===== config.mk =====
export PLATFORM = sky130hd
export DESIGN_NAME = pipeline_ctrl
export DESIGN_NICKNAME = d
export VERILOG_FILES = /design/src/rtl/pipe_pkg.sv /design/src/rtl/hazard_detect.sv /design/src/rtl/pipeline_ctrl.sv
export SDC_FILE = /design/constraint.sdc
export NUM_CORES = 1
export LEC_CHECK = 0
export ABC_AREA = 1
export CAP_MARGIN = 20
export CORE_ASPECT_RATIO = 1.1
export CORE_MARGIN = 5
export CORE_UTILIZATION = 40
export DETAILED_ROUTE_END_ITERATION = 10
export DONT_BUFFER_PORTS = 1
export GPL_TIMING_DRIVEN = 0
export PLACE_DENSITY = 0.63
export SYNTH_ARGS = -nofsm -noshare
export SYNTH_HDL_FRONTEND = slang
export SYNTH_SLANG_ARGS = --single-unit

===== constraint.sdc =====
create_clock -name clk_i -period 2.01 [get_ports clk_i]
set_clock_uncertainty 0.05 [all_clocks]
set_input_delay 0.402 -clock clk_i [delete_from_list [all_inputs] [get_ports clk_i]]
set_output_delay 0.402 -clock clk_i [all_outputs]
set_load 0.03 [all_outputs]

===== src/rtl/pipe_pkg.sv =====
// rtl/pipe_pkg.sv - shared state encodings, counter widths and defaults for pipeline_ctrl
package pipe_pkg;

    typedef enum logic [1:0] {
        ST_RUN        = 2'd0,
        ST_LOAD_STALL = 2'd1,
        ST_MEM_WAIT   = 2'd2
    } pipe_state_e;

    localparam int unsigned MEM_TIMEOUT_DEF = 255;
    localparam int          STALL_CNT_W     = 16;
    localparam int          WAIT_CNT_W      = 8;
    localparam int          REG_ADDR_W      = 5;

endpackage


===== src/rtl/hazard_detect.sv =====
// rtl/hazard_detect.sv - combinational load-use and taken-branch detection
module hazard_detect
    import pipe_pkg::*;
(
    input  logic [REG_ADDR_W-1:0] IFID_rs_i,
    input  logic [REG_ADDR_W-1:0] IFID_rt_i,
    input  logic                  IDEX_MemRead_i,
    input  logic [REG_ADDR_W-1:0] IDEX_rt_i,
    input  logic                  EXMEM_Branch_i,
    input  logic                  EXMEM_zero_i,
    input  logic                  mem_stall_i,
    output logic                  load_use_o,
    output logic                  branch_taken_o
);

    // A load writing r0 never creates a dependency, since r0 is hardwired to zero.
    assign load_use_o = IDEX_MemRead_i
                      & (IDEX_rt_i != '0)
                      & ((IDEX_rt_i == IFID_rs_i) | (IDEX_rt_i == IFID_rt_i));

    // A frozen pipeline cannot redirect, so a memory stall masks the branch.
    assign branch_taken_o = EXMEM_Branch_i & EXMEM_zero_i & ~mem_stall_i;

endmodule


===== src/rtl/pipeline_ctrl.sv =====
// rtl/pipeline_ctrl.sv - pipeline hazard control FSM with stall and memory-timeout counters
module pipeline_ctrl
    import pipe_pkg::*;
#(
    parameter int unsigned MEM_TIMEOUT = MEM_TIMEOUT_DEF
) (
    input  logic                   clk_i,
    input  logic                   rst_i,
    input  logic [REG_ADDR_W-1:0]  IFID_rs_i,
    input  logic [REG_ADDR_W-1:0]  IFID_rt_i,
    input  logic                   IDEX_MemRead_i,
    input  logic [REG_ADDR_W-1:0]  IDEX_rt_i,
    input  logic                   EXMEM_Branch_i,
    input  logic                   EXMEM_zero_i,
    input  logic                   EXMEM_MemAccess_i,
    input  logic                   dmem_ready_i,
    output logic                   dmem_req_o,
    output logic                   pc_write_o,
    output logic                   pc_src_o,
    output logic                   ifid_write_o,
    output logic                   idex_write_o,
    output logic                   exmem_write_o,
    output logic                   ifid_flush_o,
    output logic                   idex_flush_o,
    output logic                   exmem_flush_o,
    output logic                   memwb_bubble_o,
    output logic [1:0]             state_o,
    output logic [STALL_CNT_W-1:0] stall_cnt_o,
    output logic                   timeout_o
);

    localparam logic [WAIT_CNT_W-1:0] TIMEOUT_CNT = WAIT_CNT_W'(MEM_TIMEOUT);

    pipe_state_e            state_q, state_d;
    logic [STALL_CNT_W-1:0] stall_cnt_q, stall_cnt_d;
    logic [WAIT_CNT_W-1:0]  wait_cnt_q, wait_cnt_d;
    logic                   timeout_q, timeout_d;

    logic mem_stall;
    logic load_use;
    logic branch_taken;

    assign mem_stall  = EXMEM_MemAccess_i & ~dmem_ready_i;
    assign dmem_req_o = EXMEM_MemAccess_i;

    hazard_detect u_hazard_detect (
        .IFID_rs_i      (IFID_rs_i),
        .IFID_rt_i      (IFID_rt_i),
        .IDEX_MemRead_i (IDEX_MemRead_i),
        .IDEX_rt_i      (IDEX_rt_i),
        .EXMEM_Branch_i (EXMEM_Branch_i),
        .EXMEM_zero_i   (EXMEM_zero_i),
        .mem_stall_i    (mem_stall),
        .load_use_o     (load_use),
        .branch_taken_o (branch_taken)
    );

    // Pipeline enables and flushes; reset holds the pipeline in its free-running RUN form.
    always_comb begin
        pc_write_o     = 1'b1;
        pc_src_o       = 1'b0;
        ifid_write_o   = 1'b1;
        idex_write_o   = 1'b1;
        exmem_write_o  = 1'b1;
        ifid_flush_o   = 1'b0;
        idex_flush_o   = 1'b0;
        exmem_flush_o  = 1'b0;
        memwb_bubble_o = 1'b0;
        if (rst_i) begin
            if (mem_stall) begin
                pc_write_o     = 1'b0;
                ifid_write_o   = 1'b0;
                idex_write_o   = 1'b0;
                exmem_write_o  = 1'b0;
                memwb_bubble_o = 1'b1;
            end else if (branch_taken) begin
                pc_src_o      = 1'b1;
                ifid_flush_o  = 1'b1;
                idex_flush_o  = 1'b1;
                exmem_flush_o = 1'b1;
            end else if (load_use && (state_q == ST_RUN)) begin
                pc_write_o   = 1'b0;
                ifid_write_o = 1'b0;
                idex_flush_o = 1'b1;
            end
        end
    end

    // Next state and counter values; the stray encoding 3 falls back to RUN.
    always_comb begin
        state_d = ST_RUN;
        if (mem_stall) begin
            state_d = ST_MEM_WAIT;
        end else begin
            case (state_q)
                ST_RUN:  state_d = (load_use && !branch_taken) ? ST_LOAD_STALL : ST_RUN;
                default: state_d = ST_RUN;
            endcase
        end

        stall_cnt_d = stall_cnt_q;
        if (!pc_write_o && (stall_cnt_q != '1)) begin
            stall_cnt_d = stall_cnt_q + 1'b1;
        end

        wait_cnt_d = '0;
        if (mem_stall) begin
            wait_cnt_d = (wait_cnt_q == '1) ? wait_cnt_q : wait_cnt_q + 1'b1;
        end

        timeout_d = timeout_q | (mem_stall && (wait_cnt_d == TIMEOUT_CNT));
    end

    // State and counter registers, cleared asynchronously so a stall never survives reset.
    always_ff @(posedge clk_i or negedge rst_i) begin
        if (!rst_i) begin
            state_q     <= ST_RUN;
            stall_cnt_q <= '0;
            wait_cnt_q  <= '0;
            timeout_q   <= 1'b0;
        end else begin
            state_q     <= state_d;
            stall_cnt_q <= stall_cnt_d;
            wait_cnt_q  <= wait_cnt_d;
            timeout_q   <= timeout_d;
        end
    end

    assign state_o     = state_q;
    assign stall_cnt_o = stall_cnt_q;
    assign timeout_o   = timeout_q;

endmodule


# --- Word level (Yosys, flattened, before mapping) ---
# Cells that the tools add are included.
word_totals:
  ff_bits: 27
  in_bits: 22
  out_inout_bits: 29
  elab_cells: 48
op_classes:
  add_sub_neg: 2
  eq_ne: 5
  muxes: 20
  bitwise_logic: 9
  reduce_logical: 8
ops:
  columns: ["cell", "count"]
  rows:
  - ["$mux W1", 17]
  - ["$add A16 B1 Y16 const B", 1]
  - ["$eq A8 B8 Y1 const B", 2]
  - ["$mux W8", 2]
  - ["$ne A16 B16 Y1 const B", 1]
  - ["$eq A5 B5 Y1", 2]
  - ["$add A8 B1 Y8 const B", 1]
  - ["$and A1 B1 Y1", 5]
  - ["$reduce_bool A5 Y1", 1]
  - ["$logic_and A1 B1 Y1", 4]
  - ["$logic_not A1 Y1", 2]
  - ["$logic_not A2 Y1", 1]
  - ["$mux W2", 1]
  - ["$not A1 Y1", 2]
  - ["$or A1 B1 Y1", 2]

# --- Logic depth before layout (Yosys ltp) ---
logic_depth:
  word_depth: 10
  mapped_depth: 12
  depth_no_buf: 11

# --- Cells and area by module ---
# From an unflattened synthesis, not the netlist that was laid out.
hier_totals:
  cells_unflattened: 267
  hier_area_um2: 1930.6
by_module_without_submodules:
  columns: ["module", "instances", "cells_per_inst", "area_per_inst_um2", "seq_area_each_um2"]
  rows:
  - ["pipeline_ctrl", 1, 220, 1725.4, 675.6]
  - ["hazard_detect", 1, 47, 205.2, 0.0]

# --- Least setup slack after synthesis ---
# OpenSTA, ideal clock, no wires.
synth_timing:
  kind: "input port to output port"
  from: "input EXMEM_MemAccess_i"
  to: "output pc_write_o"
  arrival_ps: 2134
  required_time_ps: 1558
  setup_slack_ps: -576
  cell_stages: 9
  n_path_buf: 2
  path_cell_list: "inv_1 > nor2_1 > inv_1 > nor2_1 > inv_1 > nand2_2 > buf_4 > inv_1 > buf_4"
synth_between:
  elab_chain_cells: 6
synth_rtl:
  columns: ["item", "line_no", "rtl"]
  rows:
  - ["from (decl)", "pipeline_ctrl.sv:15", "input logic EXMEM_MemAccess_i,"]
  - ["$and A1 B1 Y1 (*)", "pipeline_ctrl.sv:43", "assign mem_stall = EXMEM_MemAccess_i & ~dmem_ready_i;"]
  - ["$not A1 Y1", "hazard_detect.sv:22", "assign branch_taken_o = EXMEM_Branch_i & EXMEM_zero_i & ~mem_stall_i;"]
  - ["$and A1 B1 Y1", "hazard_detect.sv:22", null]
  - ["$mux W1", null, null]
  - ["$mux W1 (*) (2 in series)", null, null]
  - ["to (decl)", "pipeline_ctrl.sv:18", "output logic pc_write_o,"]
# Mark *: on every way between the ends. The rest lies on a longest branch, timed or not.

# --- Worst setup path after layout ---
layout_timing:
  from: "register state_q[1], in the netlist state_o[1]"
  to: "output pc_write_o"
layout_between:
  elab_chain_cells: 6
layout_rtl:
  columns: ["item", "line_no", "rtl"]
  rows:
  - ["from (decl)", "pipeline_ctrl.sv:34", "pipe_state_e state_q, state_d;"]
  - ["from (signal assigned)", "pipeline_ctrl.sv:122", "state_q <= state_d;"]
  - ["$logic_not A2 Y1", "pipeline_ctrl.sv:81", "end else if (load_use && (state_q == ST_RUN)) begin"]
  - ["$logic_and A1 B1 Y1", "pipeline_ctrl.sv:81", null]
  - ["$mux W1 (4 in series)", null, null]
# No other way between the ends.

==> results_dict.tcl <==
set metrics [dict create \
    outcome "complete, but fails checks" \
    violations "negative setup slack" \
    routedWlPerCell_um 13.1 \
    drive_gt1_share_pct 18.7 \
    start_util_pct 40.6 \
    reg2reg_to "stall_cnt_o[3]$_DFFE_PN0P_" \
    path_class "register to output pin" \
    reg2reg_depth 8 \
    route.met3.wl_um 338 \
    clockPowerShare_pct 24.4 \
    yosys.cell_types.count 29 \
    clock_latency_ns 0.27 \
    dr.pass1.iters 4 \
    syn_avg_cell_area_um2 6.80 \
    synth.most_common_cell "nand2_1" \
    synth_flop_cell "dfrtp_1" \
    ys_top_cells_by_area "dfrtp_1, nand2_1, nand3_1" \
    max-cap-violations 0 \
    whs_ns 0.264 \
    cts_buffers 3 \
    power.switching_mw 0.438 \
    hold_end "stall_cnt_o[11]$_DFFE_PN0P_" \
    die_h_um 81.3 \
    syn_inst 272 \
    port_buffers 0 \
    ir_drop_uv 395 \
    via_per_inst 5.12 \
    rsz0062_at_grt "true" \
    drt-initial-drc-count 75 \
    power.total_mw 1.26 \
    syn_area_um2 1850 \
    max_slew.worst_pin.slew_ns 0.670 \
    worst_slack_ns -0.145 \
    hold_class "primary input to register" \
    clockBufferDepth 2 \
    final_core_util_pct 47.5 \
    die_x_um 74.9 \
    core-area_um2 4550 \
    antenna_found_initial 0 \
    root_buffer "clkbuf_8" \
    layoutNonFillerInstCount 339 \
    maxSlewHeadroom_pct 55.2 \
    period_needed_ns 2.15 \
    wl_met1_mm 1.89 \
    powerDensity_nw_per_um2 584 \
    io_pins 51 \
    syn_nets 296 \
    drcViolationCount 0 \
    routed.top_layer "met4" \
    wl_met2_mm 2.19 \
    place_ws_ns -0.359 \
    setup_viol 4 \
    cts.sinks 27 \
    area_delta_synth_final_pct 16.9 \
    period_share_pct 107 \
    dieArea_um2 6090 \
    synth_top_cell_by_area "dfrtp_1" \
    tritoncts "done" \
    clkTransAtPathRegs_ns 0.09 \
    place.gp.congestion 0.818 \
    rrSetupSlack_ns 0.11 \
    synth.top_cells.by_count "nand2_1, nand3_1, inv_1" \
    grt_max_degree 28 \
    ys_ff_latch 27 \
    swShare_pct 34.7 \
    hpwl_mm 3.18 \
    hp-start "rst_i" \
    rr_startpoint "stall_cnt_o[6]$_DFFE_PN0P_" \
    final_max_slew_viol_count 0 \
    start_kind "register" \
    worstPathRequired_ns 1.56 \
    grt_usage_pct 14.3 \
    hold_depth 3 \
    pwr-share-seq_pct 57.7 \
    grt_pass1_vias 1540 \
    crit_fanout 2 \
    diodes 0 \
    p_leak_nw 1.08 \
    ys_async_sr_fraction_pct 100 \
    antenna_left 0 \
    finalHoldViolCount 0 \
    overflow 0 \
    arrival_ns 1.70 \
    synth_edf_count 0 \
    synth_top_area_share_pct 36.5 \
    ys_seq_area_share_pct 36.5 \
    dp_cells 328 \
    cp-end-kind "output pin" \
    internal_power_mw 0.824 \
    yosys_warnings 0 \
    comb_power_share_pct 17.9 \
    cts_max_level 1 \
    fmax_mhz 464 \
    routed_wirelength_mm 4.45 \
    nNetsFinal 308 \
    rows 26 \
    vias 1734 \
    grt_pass1_wl_mm 6.88 \
]
[cell families after synthesis]
group | share of synthesized area (%)
compound gates | 2.10
fa+ha+maj | 1.35
flops | 36.5
buf+inv | 11.4
simple gates | 42.9
xor+xnor | 5.68
[metal layers]
| metal | up-vias | track usage [%] |
|---|---|---|
| li1 | 884 | - |
| met1 | 806 | 18.9 |
| met2 | 42 | 24.1 |
| met3 | 2 | 2.48 |
| met4 | 0 | 3.20 |
| met5 | - | 0 |
[sequential cells by signal, summed over array words and instances (netlist names)]
register     flops
timeout_o        1
state_o          2
stall_cnt_o     16
wait_cnt_q       8
[worst max-delay path: stages (launching register included)]
cell and delay, ns:
dfrtp_2 0.49, nor2_2 0.15, nand3_2 0.08, inv_2 0.06, nand4_1 0.14, nand2_4 0.13
clkinvlp_4 0.19, buf_6 0.19
[power groups by stage]
stage               registers, mW  clock network (mW)  logic [mW]
finish                      0.729               0.308       0.226
CTS                         0.713               0.325       0.201
global route                0.742               0.353       0.249
global placement            0.718                   0       0.172
detailed placement          0.719                   0       0.175
floorplan                   0.700                   0       0.152
[cell type report]
cell class | instances | area [um^2]
sequential | 27 | 688
clock buffer | 4 | 45.0
fill | 475 | 2390
inverter | 39 | 164
buffer | 8 | 63.8
multi-input combinational | 197 | 1050
timing repair buffer | 8 | 78.8
tap | 56 | 70.1
[cells in the final DEF (no fill, tap or decap), types with 2 or more instances in the layout]
cell,instances
inv_1,29
a21oi_1,4
nor2_2,2
buf_4,10
clkbuf_8,3
nand3_1,37
nand3_4,2
xor2_1,6
and3_1,3
clkbuf_1,2
dfrtp_1,17
nor2_4,2
buf_6,3
xnor2_1,6
nor2_1,27
nand4_1,6
clkinvlp_4,2
nand2_1,79
nand2_4,2
and2_1,2
nor3_1,6
inv_2,6
dfrtp_2,10
[worst max path at each step]
| stage | cells past startpoint | to | startpoint |
|---|---|---|---|
| floorplan | 9 | pc_write_o | EXMEM_MemAccess_i |
| global placement | 9 | pc_write_o | EXMEM_MemAccess_i |
| detailed placement | 9 | pc_write_o | EXMEM_MemAccess_i |
| CTS | 7 | pc_write_o | state_o[0]$_DFF_PN0_ |
| global route | 7 | pc_write_o | state_o[1]$_DFF_PN0_ |
| finish | 7 | pc_write_o | state_o[1]$_DFF_PN0_ |
[metrics by stage]
stage | cell area [um^2] | setup TNS [ns]
2_1_floorplan | 1900 | -0.230
3_3_place_gp | 1970 | -2.04
3_5_place_dp | 1970 | -2.10
4_1_cts | 2080 | -0.401
5_1_grt | 2160 | -0.689
6_report | 2160 | -0.332
[timing repair]
item	in CTS	in global routing
endpoints found under the setup margin	16	19
pin swaps	5	5
gates resized for setup	9	17
buffers inserted	3	2
hold buffers	2	0
endpoints found under the hold margin	27	0
gates cloned	0	1
No activity file was read; power rests on OpenSTA's default activity.
